==> src/rtl/mer_meas_ctrl.sv <==
// Measurement window sequencer for the MER chain: settles, aligns, accumulates
// 2^WIN_LOG2 symbols and latches accumulator results once per window.
module mer_meas_ctrl #(
   parameter int SETTLE_SYMS = 64,
   parameter int WIN_LOG2    = 18,
   parameter bit ALIGN_CYCLE = 1'b1,
   parameter int ACC_W       = 56
) (
   input  logic             sys_clk,
   input  logic             reset,
   input  logic             sym_clk_en,
   input  logic             lfsr_cycle,
   input  logic             start,
   input  logic             abort,
   input  logic             continuous,
   input  logic [ACC_W-1:0] err_sq_acc,
   input  logic [17:0]      err_acc,
   input  logic [17:0]      ref_lvl,
   output logic             clr_acc,
   output logic             acc_en,
   output logic             busy,
   output logic             done,
   output logic [ACC_W-1:0] err_sq_out,
   output logic [17:0]      err_out,
   output logic [17:0]      ref_out,
   output logic [15:0]      win_count,
   output logic [2:0]       state_o
);

   typedef enum logic [2:0] {
      IDLE   = 3'd0,
      SETTLE = 3'd1,
      ARM    = 3'd2,
      ACCUM  = 3'd3,
      LATCH  = 3'd4
   } state_t;

   // One counter serves both the settle phase and the window, so size it for the larger.
   localparam int SET_W = (SETTLE_SYMS > 0) ? $clog2(SETTLE_SYMS + 1) : 1;
   localparam int CNT_W = (WIN_LOG2 + 1 > SET_W) ? WIN_LOG2 + 1 : SET_W;
   localparam logic [CNT_W-1:0] WIN_LEN    = CNT_W'(1) << WIN_LOG2;
   localparam logic [CNT_W-1:0] SETTLE_LEN = CNT_W'(SETTLE_SYMS);

   state_t           state;
   state_t           state_next;
   logic [CNT_W-1:0] sym_cnt;
   logic [CNT_W-1:0] sym_cnt_next;
   logic             start_q;
   logic             start_edge;
   logic             win_clr;

   assign start_edge = start & ~start_q;
   assign busy       = (state != IDLE);
   assign state_o    = state;

   always_ff @(posedge sys_clk) begin
      if (reset) begin
         state      <= IDLE;
         sym_cnt    <= '0;
         start_q    <= 1'b0;
         win_count  <= '0;
         err_sq_out <= '0;
         err_out    <= '0;
         ref_out    <= '0;
      end else begin
         state   <= state_next;
         sym_cnt <= sym_cnt_next;
         start_q <= start;
         if (win_clr) begin
            win_count <= '0;
         end else if (done) begin
            win_count <= win_count + 16'd1;
         end
         if (done) begin
            err_sq_out <= err_sq_acc;
            err_out    <= err_acc;
            ref_out    <= ref_lvl;
         end
      end
   end

   // Abort (or reset) overrides everything and suppresses all strobes for that cycle.
   always_comb begin
      state_next   = state;
      sym_cnt_next = sym_cnt;
      clr_acc      = 1'b0;
      acc_en       = 1'b0;
      done         = 1'b0;
      win_clr      = 1'b0;
      if (reset || abort) begin
         state_next = IDLE;
      end else begin
         case (state)
            IDLE: begin
               if (start_edge) begin
                  sym_cnt_next = '0;
                  win_clr      = 1'b1;
                  state_next   = (SETTLE_SYMS == 0) ? ARM : SETTLE;
               end
            end
            SETTLE: begin
               if (sym_clk_en) begin
                  sym_cnt_next = sym_cnt + CNT_W'(1);
                  if (sym_cnt_next == SETTLE_LEN) begin
                     state_next = ARM;
                  end
               end
            end
            ARM: begin
               if (sym_clk_en && ((ALIGN_CYCLE == 1'b0) || lfsr_cycle)) begin
                  clr_acc      = 1'b1;
                  sym_cnt_next = '0;
                  state_next   = ACCUM;
               end
            end
            ACCUM: begin
               if (sym_clk_en) begin
                  acc_en       = 1'b1;
                  sym_cnt_next = sym_cnt + CNT_W'(1);
                  if (sym_cnt_next == WIN_LEN) begin
                     state_next = LATCH;
                  end
               end
            end
            LATCH: begin
               done       = 1'b1;
               state_next = continuous ? ARM : IDLE;
            end
            default: state_next = IDLE;
         endcase
      end
   end

endmodule

==> config.mk <==
export PLATFORM = sky130hd
export DESIGN_NAME = mer_meas_ctrl
export DESIGN_NICKNAME = d
export VERILOG_FILES = /design/src/rtl/mer_meas_ctrl.sv
export SDC_FILE = /design/constraint.sdc
export NUM_CORES = 1
export LEC_CHECK = 0
export ABC_AREA = 0
export CELL_PAD_IN_SITES_DETAIL_PLACEMENT = 0
export CELL_PAD_IN_SITES_GLOBAL_PLACEMENT = 2
export CORE_AREA = 2 2 156 158
export CTS_CLUSTER_SIZE = 40
export DETAILED_ROUTE_END_ITERATION = 8
export DIE_AREA = 0 0 158 160
export PLACE_DENSITY_LB_ADDON = 0.1
export SYNTH_ARGS = -nofsm -noshare
export SYNTH_HDL_FRONTEND = slang
export SYNTH_SLANG_ARGS = --single-unit
==> constraint.sdc <==
create_clock -name sys_clk -period 2.75 [get_ports sys_clk]
set_input_delay 0.55 -clock sys_clk [delete_from_list [all_inputs] [get_ports sys_clk]]
set_output_delay 0.55 -clock sys_clk [all_outputs]
set_load 0.005 [all_outputs]
---- Word level (Yosys, flattened, before mapping) ----
Cells that the tools add are included.
word-level totals
  flip-flop bits (word level) ............. 131
  bits in latches ......................... 0
  RAM bits ................................ 0
  ROM bits ................................ 0
  bits of input ports ..................... 99
  output and inout bits ................... 115
  logic and storage cells ................. 58
  memories ................................ 0
operators by class
  add/subtract/negate cells ............... 2
  $mul .................................... 0
  divide/modulo/power cells ............... 0
  magnitude comparators ................... 0
  equality and inequality tests ........... 13
  shift-type cells ........................ 0
  multiplexer cells ....................... 23
  bitwise logic cells ..................... 3
  reduce and logical (&&, ||, !) cells .... 10
operators by type and width
  kind                     number
  $mux W19                 3
  $pmux W19 S3             1
  $add A19 B1 Y19 const B  1
  $eq A19 B19 Y1 const B   1
  $eq A19 B7 Y1 const B    1
  $mux W3                  6
  $add A16 B1 Y16 const B  1
  $pmux W3 S5              1
  $ne A2 B2 Y1 const B     6
  $mux W1                  11
  $eq A3 B2 Y1 const B     2
  $reduce_and A6 Y1        1
  $reduce_bool A3 Y1       2
  $reduce_or A2 Y1         3
  $reduce_and A5 Y1        1
  $eq A3 B1 Y1 const B     1
  $eq A3 B3 Y1 const B     1
  $logic_not A3 Y1         1
  $mux W2                  1
  $ne A2 B1 Y1 const B     1
  $not A1 Y1               2
  $and A1 B1 Y1            1
  $logic_and A1 B1 Y1      1
  $logic_or A1 B1 Y1       1

---- Longest topological paths before layout ----
  depth after elaboration ................. 6
  gate-level depth with buffers ........... 10
  depth with buffers taken out ............ 8

---- Worst setup path after synthesis ----
OpenSTA, ideal clock, no wires.
  path type ............................... register -> register
  start ................................... register sym_cnt[0]
  end ..................................... register state[1] (netlist: state_o[1])
  setup time .............................. 134 ps
  data arrival time ....................... 2036 ps
  data required time ...................... 2616 ps
  path slack .............................. 580 ps
  stages on the path, launching flop included .. 9
  buffers on the path ..................... 0
  clock period less this slack ............ 2170 ps
  cell sequence ........................... dfxtp_1 > ha_1 > nand3_4 > or3_4 > nor3b_2 > a21oi_1 > o41a_1 > a41oi_1 > a311oi_1
on the way
  word-level cells in the longest chain between the ends .. 4
  elaborated cells between the ends (all ways) .. 6
  classes of those cells .................. add/sub: 1; eq/ne: 4; reduce/logical: 1
RTL lines
  what                                             line      text
  start: declaration                               46        logic [CNT_W-1:0] sym_cnt;
  start signal: assignment                         67        sym_cnt <= sym_cnt_next;
  $add A19 B1 Y19 *                                103, 119
  $eq A19 B19 Y1 or $eq A19 B7 Y1 (tied branches)  120, 104
  $ne A2 B2 Y1 (no line)                           -
  $reduce_and A6 Y1 (no line) *                    -
  end signal: assignment                           66        state <= state_next;
  end: declaration                                 44        state_t state;
Every way passes the cells marked *; elsewhere a longest branch is shown, timed or not.
A chain may end at the register's enable or synchronous reset.

---- Worst setup path after layout ----
  start ................................... input port abort
  end ..................................... output port done
on the way
  word-level cells in the longest chain between the ends .. 2
RTL lines
  what                line  text
  start: declaration  14    input logic abort,
  $logic_or A1 B1 Y1  90    if (reset || abort) begin
  $mux W1             90
  end: declaration    22    output logic done,
No other way between the ends.

==> summary.md <==
| Metric | Value |
|---|---|
| Outcome | `finished, final reports clean` |
| Final period util | `0.9478` |
| Placement Setup Slack | `0.1050 ns` |
| Area of the core | `roughly 24000 µm²` |
| Highest metal used | `met4` |
| Ant. Diodes | `0` |
| First-pass GRT wire length | `28330 µm` |
| Clock power frac | `0.519` |
| Routed wl met2 | `8943 µm` |
| Seq/Total Area, Yosys | `0.4894` |
| Synth Area in Simple Gates | `0.3696` |
| Die X | `158 µm` |
| First DRT Iteration DRCs | `238` |
| Final setup viols | `0` |
| Leak | `about 3.4 nW` |
| Synth Area in XOR/XNOR | `0.03245` |
| Layout fillers | `2507` |
| Crit path kind | `input pin to primary output` |
| Final WS setup | `0.1436 ns` |
| Hold Startpoint | `err_sq_out[54]` |
| Yosys Warn Count | `0` |
| Hold Crit Class | `flop to flop` |
| Total track usage | `0.1427` |
| NetSw | `approximately 1.1 mW` |
| CTS root buf | `clkbuf_16` |
| Worst EP required | `2.20 ns` |
| Seq pwr share | `0.429` |
| Routed length per instance | `roughly 15 µm` |
| Die area | `about 25000 µm²` |
| CP most frequent cell | `clkdlybuf4s50_1` |
| CTS Hold Bufs | `0` |
| CP bufs+invs | `3` |
| Switching Fraction | `0.2392` |
| Antenna Violating Nets Remaining | `0` |
| CP arrival | `2.06 ns` |
| Adder-cell share of the synthesized area | `0.004670` |
| Compound-Gate Fraction of Synth Area | `0.06094` |
| Largest fanout on the critical path | `4` |
| Synth Net Count | `795` |
| Fraction of registers with async set/reset | `0` |
| Vias per cell | `4.364` |
| Routed wire length | `18020 µm` |
| Hold depth | `2` |
| Setup_tns | `0 ns` |
| Crit. Startpoint | `abort` |
| Startpoint Class | `input pin` |
| Vias | `5377` |
| Register bit count reported by yosys | `131` |
| Vias in the first global route | `5084` |
| Wire length on met1 | `7954 µm` |
| Max cap viols | `0` |
| Nets@finish | `around 1000` |
| Worst setup path end | `done` |
| Final min period | `2.606 ns` |
| Fmax | `0.3837 GHz` |
| Clock latency on the worst-skew pair | `0.42 ns` |
| Die span in y | `160 µm` |
| Setup Skew | `0.008544 ns` |
| Clk slew on worst S/H paths | `0.06 ns` |
| Initial antenna violation count | `0` |
| R2R setup slack | `approximately 0.26 ns` |
| Drt drc | `0` |
| Post-synthesis mux area share | `0.003736` |
| Syn Inst Count | `694` |
| EDFF count, synth | `0` |
| Syn Area/Cell | `7.722 µm²` |
| Deepest clock path buffer count | `2` |
| Num CTS Buffers | `17` |
| Delay-heaviest family, CP | `buffers and inverters` |
| R2R cell count | `8` |
| I/O pins | `around 210` |
| Final Hold Fails | `0` |
| CTS tree | `done` |
| Combinational power share | `0.052` |
| RePlAce Congestion | `0.7492` |
| Pwr per Cell Area | `roughly 520 nW/µm²` |
| Largest net degree at the start of global routing | `between 90 and 100` |
| Tightest Pin Transition | `1.127 ns` |
| RSZ-0062 raised after global routing | `no` |
| Synthesized area | `5359 µm²` |
| Fraction of layout cells with a size suffix above 1 | `0.06938` |
| Starting Density | `0.2250` |
| Area Growth Syn to Fin | `58.07%` |
| Drt pass-1 iters | `4` |
| Max VDD drop | `0.2855 mV` |
| Total grt overflow | `0` |
| Worst-path cell chain | `clkdlybuf4s50_1, nor2_1, nand3_4, clkinv_2, clkdlybuf4s50_1` |
| Port bufs | `about 210` |
| Internal power | `3.372 mW` |
| Library cells used by synthesis | `51` |
| H-tree level count | `4` |
| Row count | `57` |
| Slowest-stage cell, CP | `clkdlybuf4s50_1` |
| Total number of clock tree sinks | `between 100 and 150` |
| Top_reg_cell synth | `dfxtp_1` |
| R2r startpoint | `sym_cnt[0]` |
| Post-DP HPWL | `12460 µm` |
| Worst setup EP type | `primary output` |
| Slew Limit Headroom | `0.2487` |
| Critical R2R Capture | `state_o[1]` |
| Critical Path Stages | `5` |
| Main combinational cell family by area after synthesis | `simple AND/OR/NAND/NOR gates` |
| Metal3 WL | `847 µm` |
| Max-slew violation count | `0` |
| Largest stage delay on the critical path | `around 0.52 ns` |
==> worst register-to-register path, delay by kind of cell, from the launching register on <==
kind / cells / cell delay, ns
multiplexers: 1 / 0.35
adder cells (fa/ha/maj): 1 / 0.31
flip-flops: 1 / 0.43
AO/OA/AOI/OAI: 2 / 0.45
XOR/XNOR: 1 / 0.19
AND/OR/NAND/NOR: 3 / 0.67
==> layer usage <==
layer | global-route usage | vias to the layer above
met1 | 0.1804 | 2498
met2 | 0.2379 | 132
met5 | 0 | -
met4 | 0.04750 | 0
li1 | - | 2730
met3 | 0.03365 | 17
==> cells in the mapped netlist, drive strengths merged, types with 5 or more instances <==
master    n  area (µm²)
nand2   220       825.8
dfxtp   131        2623
nand3   106       543.0
nor2     41       153.9
clkbuf   31       116.4
a21oi    25       125.1
nor3     21       110.1
buf      17       75.07
nand4    13       102.6
o21ai    12       60.06
xor2     11       96.34
and3      8       50.05
xnor2     8       77.58
or3       5       36.28
==> placed cells by master (no fill, tap or decap), types with 2 or more instances in the layout <==
master / instances
mux2i_1: 2
nor3b_1: 2
clkinvlp_4: 2
xor2_1: 11
inv_1: 2
buf_12: 2
buf_4: 15
nand3_1: 104
nand4b_1: 3
a41oi_1: 3
ha_1: 2
nand3_4: 2
nand2b_1: 2
clkinv_4: 3
nor3_1: 20
or3_1: 4
and3_1: 8
nor2_1: 41
inv_6: 4
nor2b_1: 2
a31oi_1: 2
nor4_1: 2
clkdlybuf4s50_1: 213
inv_8: 3
nand3b_1: 2
a21oi_1: 25
clkbuf_8: 2
xnor2_1: 7
clkbuf_16: 17
dfxtp_1: 130
nand2_1: 220
o21ai_0: 12
nand4_1: 11
==> how the worst min path moves through the flow <==
stage                     slack (ns)              to
after floorplan                 0.45      err_out[0]
after global placement          0.44     err_out[13]
after detailed placement        0.44   err_sq_out[2]
after CTS                       0.46   err_sq_out[2]
after global routing            0.47   err_sq_out[1]
final                           0.45  err_sq_out[54]
==> power groups by stage <==
stage	sequential, mW	combinational, mW	clock [mW]
final	1.90	0.230	2.30
after floorplan	1.94	0.0528	0
after CTS	1.90	0.232	2.39
after global placement	1.94	0.231	0
after global routing	1.90	0.247	2.46
after detailed placement	1.94	0.230	0
==> through the flow <==
stage / util / power [mW] / hold WS (ns) / area [µm²] / std cells
after floorplan: - / 1.995 / 0.4503 / 5359 / 694
after global placement: 0.3307 / 2.175 / 0.4402 / 7876 / 1200
after detailed placement: 0.3307 / 2.174 / 0.4444 / 7876 / 1200
after CTS: 0.3556 / 4.518 / 0.4560 / 8469 / 1232
after global routing: 0.3556 / 4.608 / 0.4660 / 8471 / 1232
final: 0.3556 / 4.432 / 0.4534 / 8471 / 1232
==> flip-flops by register name (all words and copies together) (netlist names) <==
signal / count
err_sq_out: 56
sym_cnt: 19
err_out: 18
ref_out: 18
win_count: 16
state_o: 3
start_q: 1
==> cells by family (layout without fill, tap and decap cells) <==
family                   count (synthesis)  in the layout
AO/OA/AOI/OAI                           54             54
XOR/XNOR                                19             19
adder cells (fa/ha/maj)                  2              2
buffers and inverters                   53            267
flip-flops                             131            131
multiplexers                             2              2
AND/OR/NAND/NOR                        433            433
==> what timing repair did <==
action	CTS	global route
endpoints found under the setup margin	0	1
resized for setup	0	1
setup buffers	0	0
==> cell type report <==
type | count | area [µm²] | share of cell area
sequential | 131 | 2624 | 0.3097
multi-input combinational | 510 | 2544 | 0.3003
timing repair buffer | 230 | 2285 | 0.2697
clock buffer | 19 | 452.9 | 0.05347
tap | 324 | 405.4 | 0.04786
clock inverter | 13 | 140.1 | 0.01654
inverter | 5 | 20.02 | 0.002363
No activity file was read; power rests on OpenSTA's default activity.
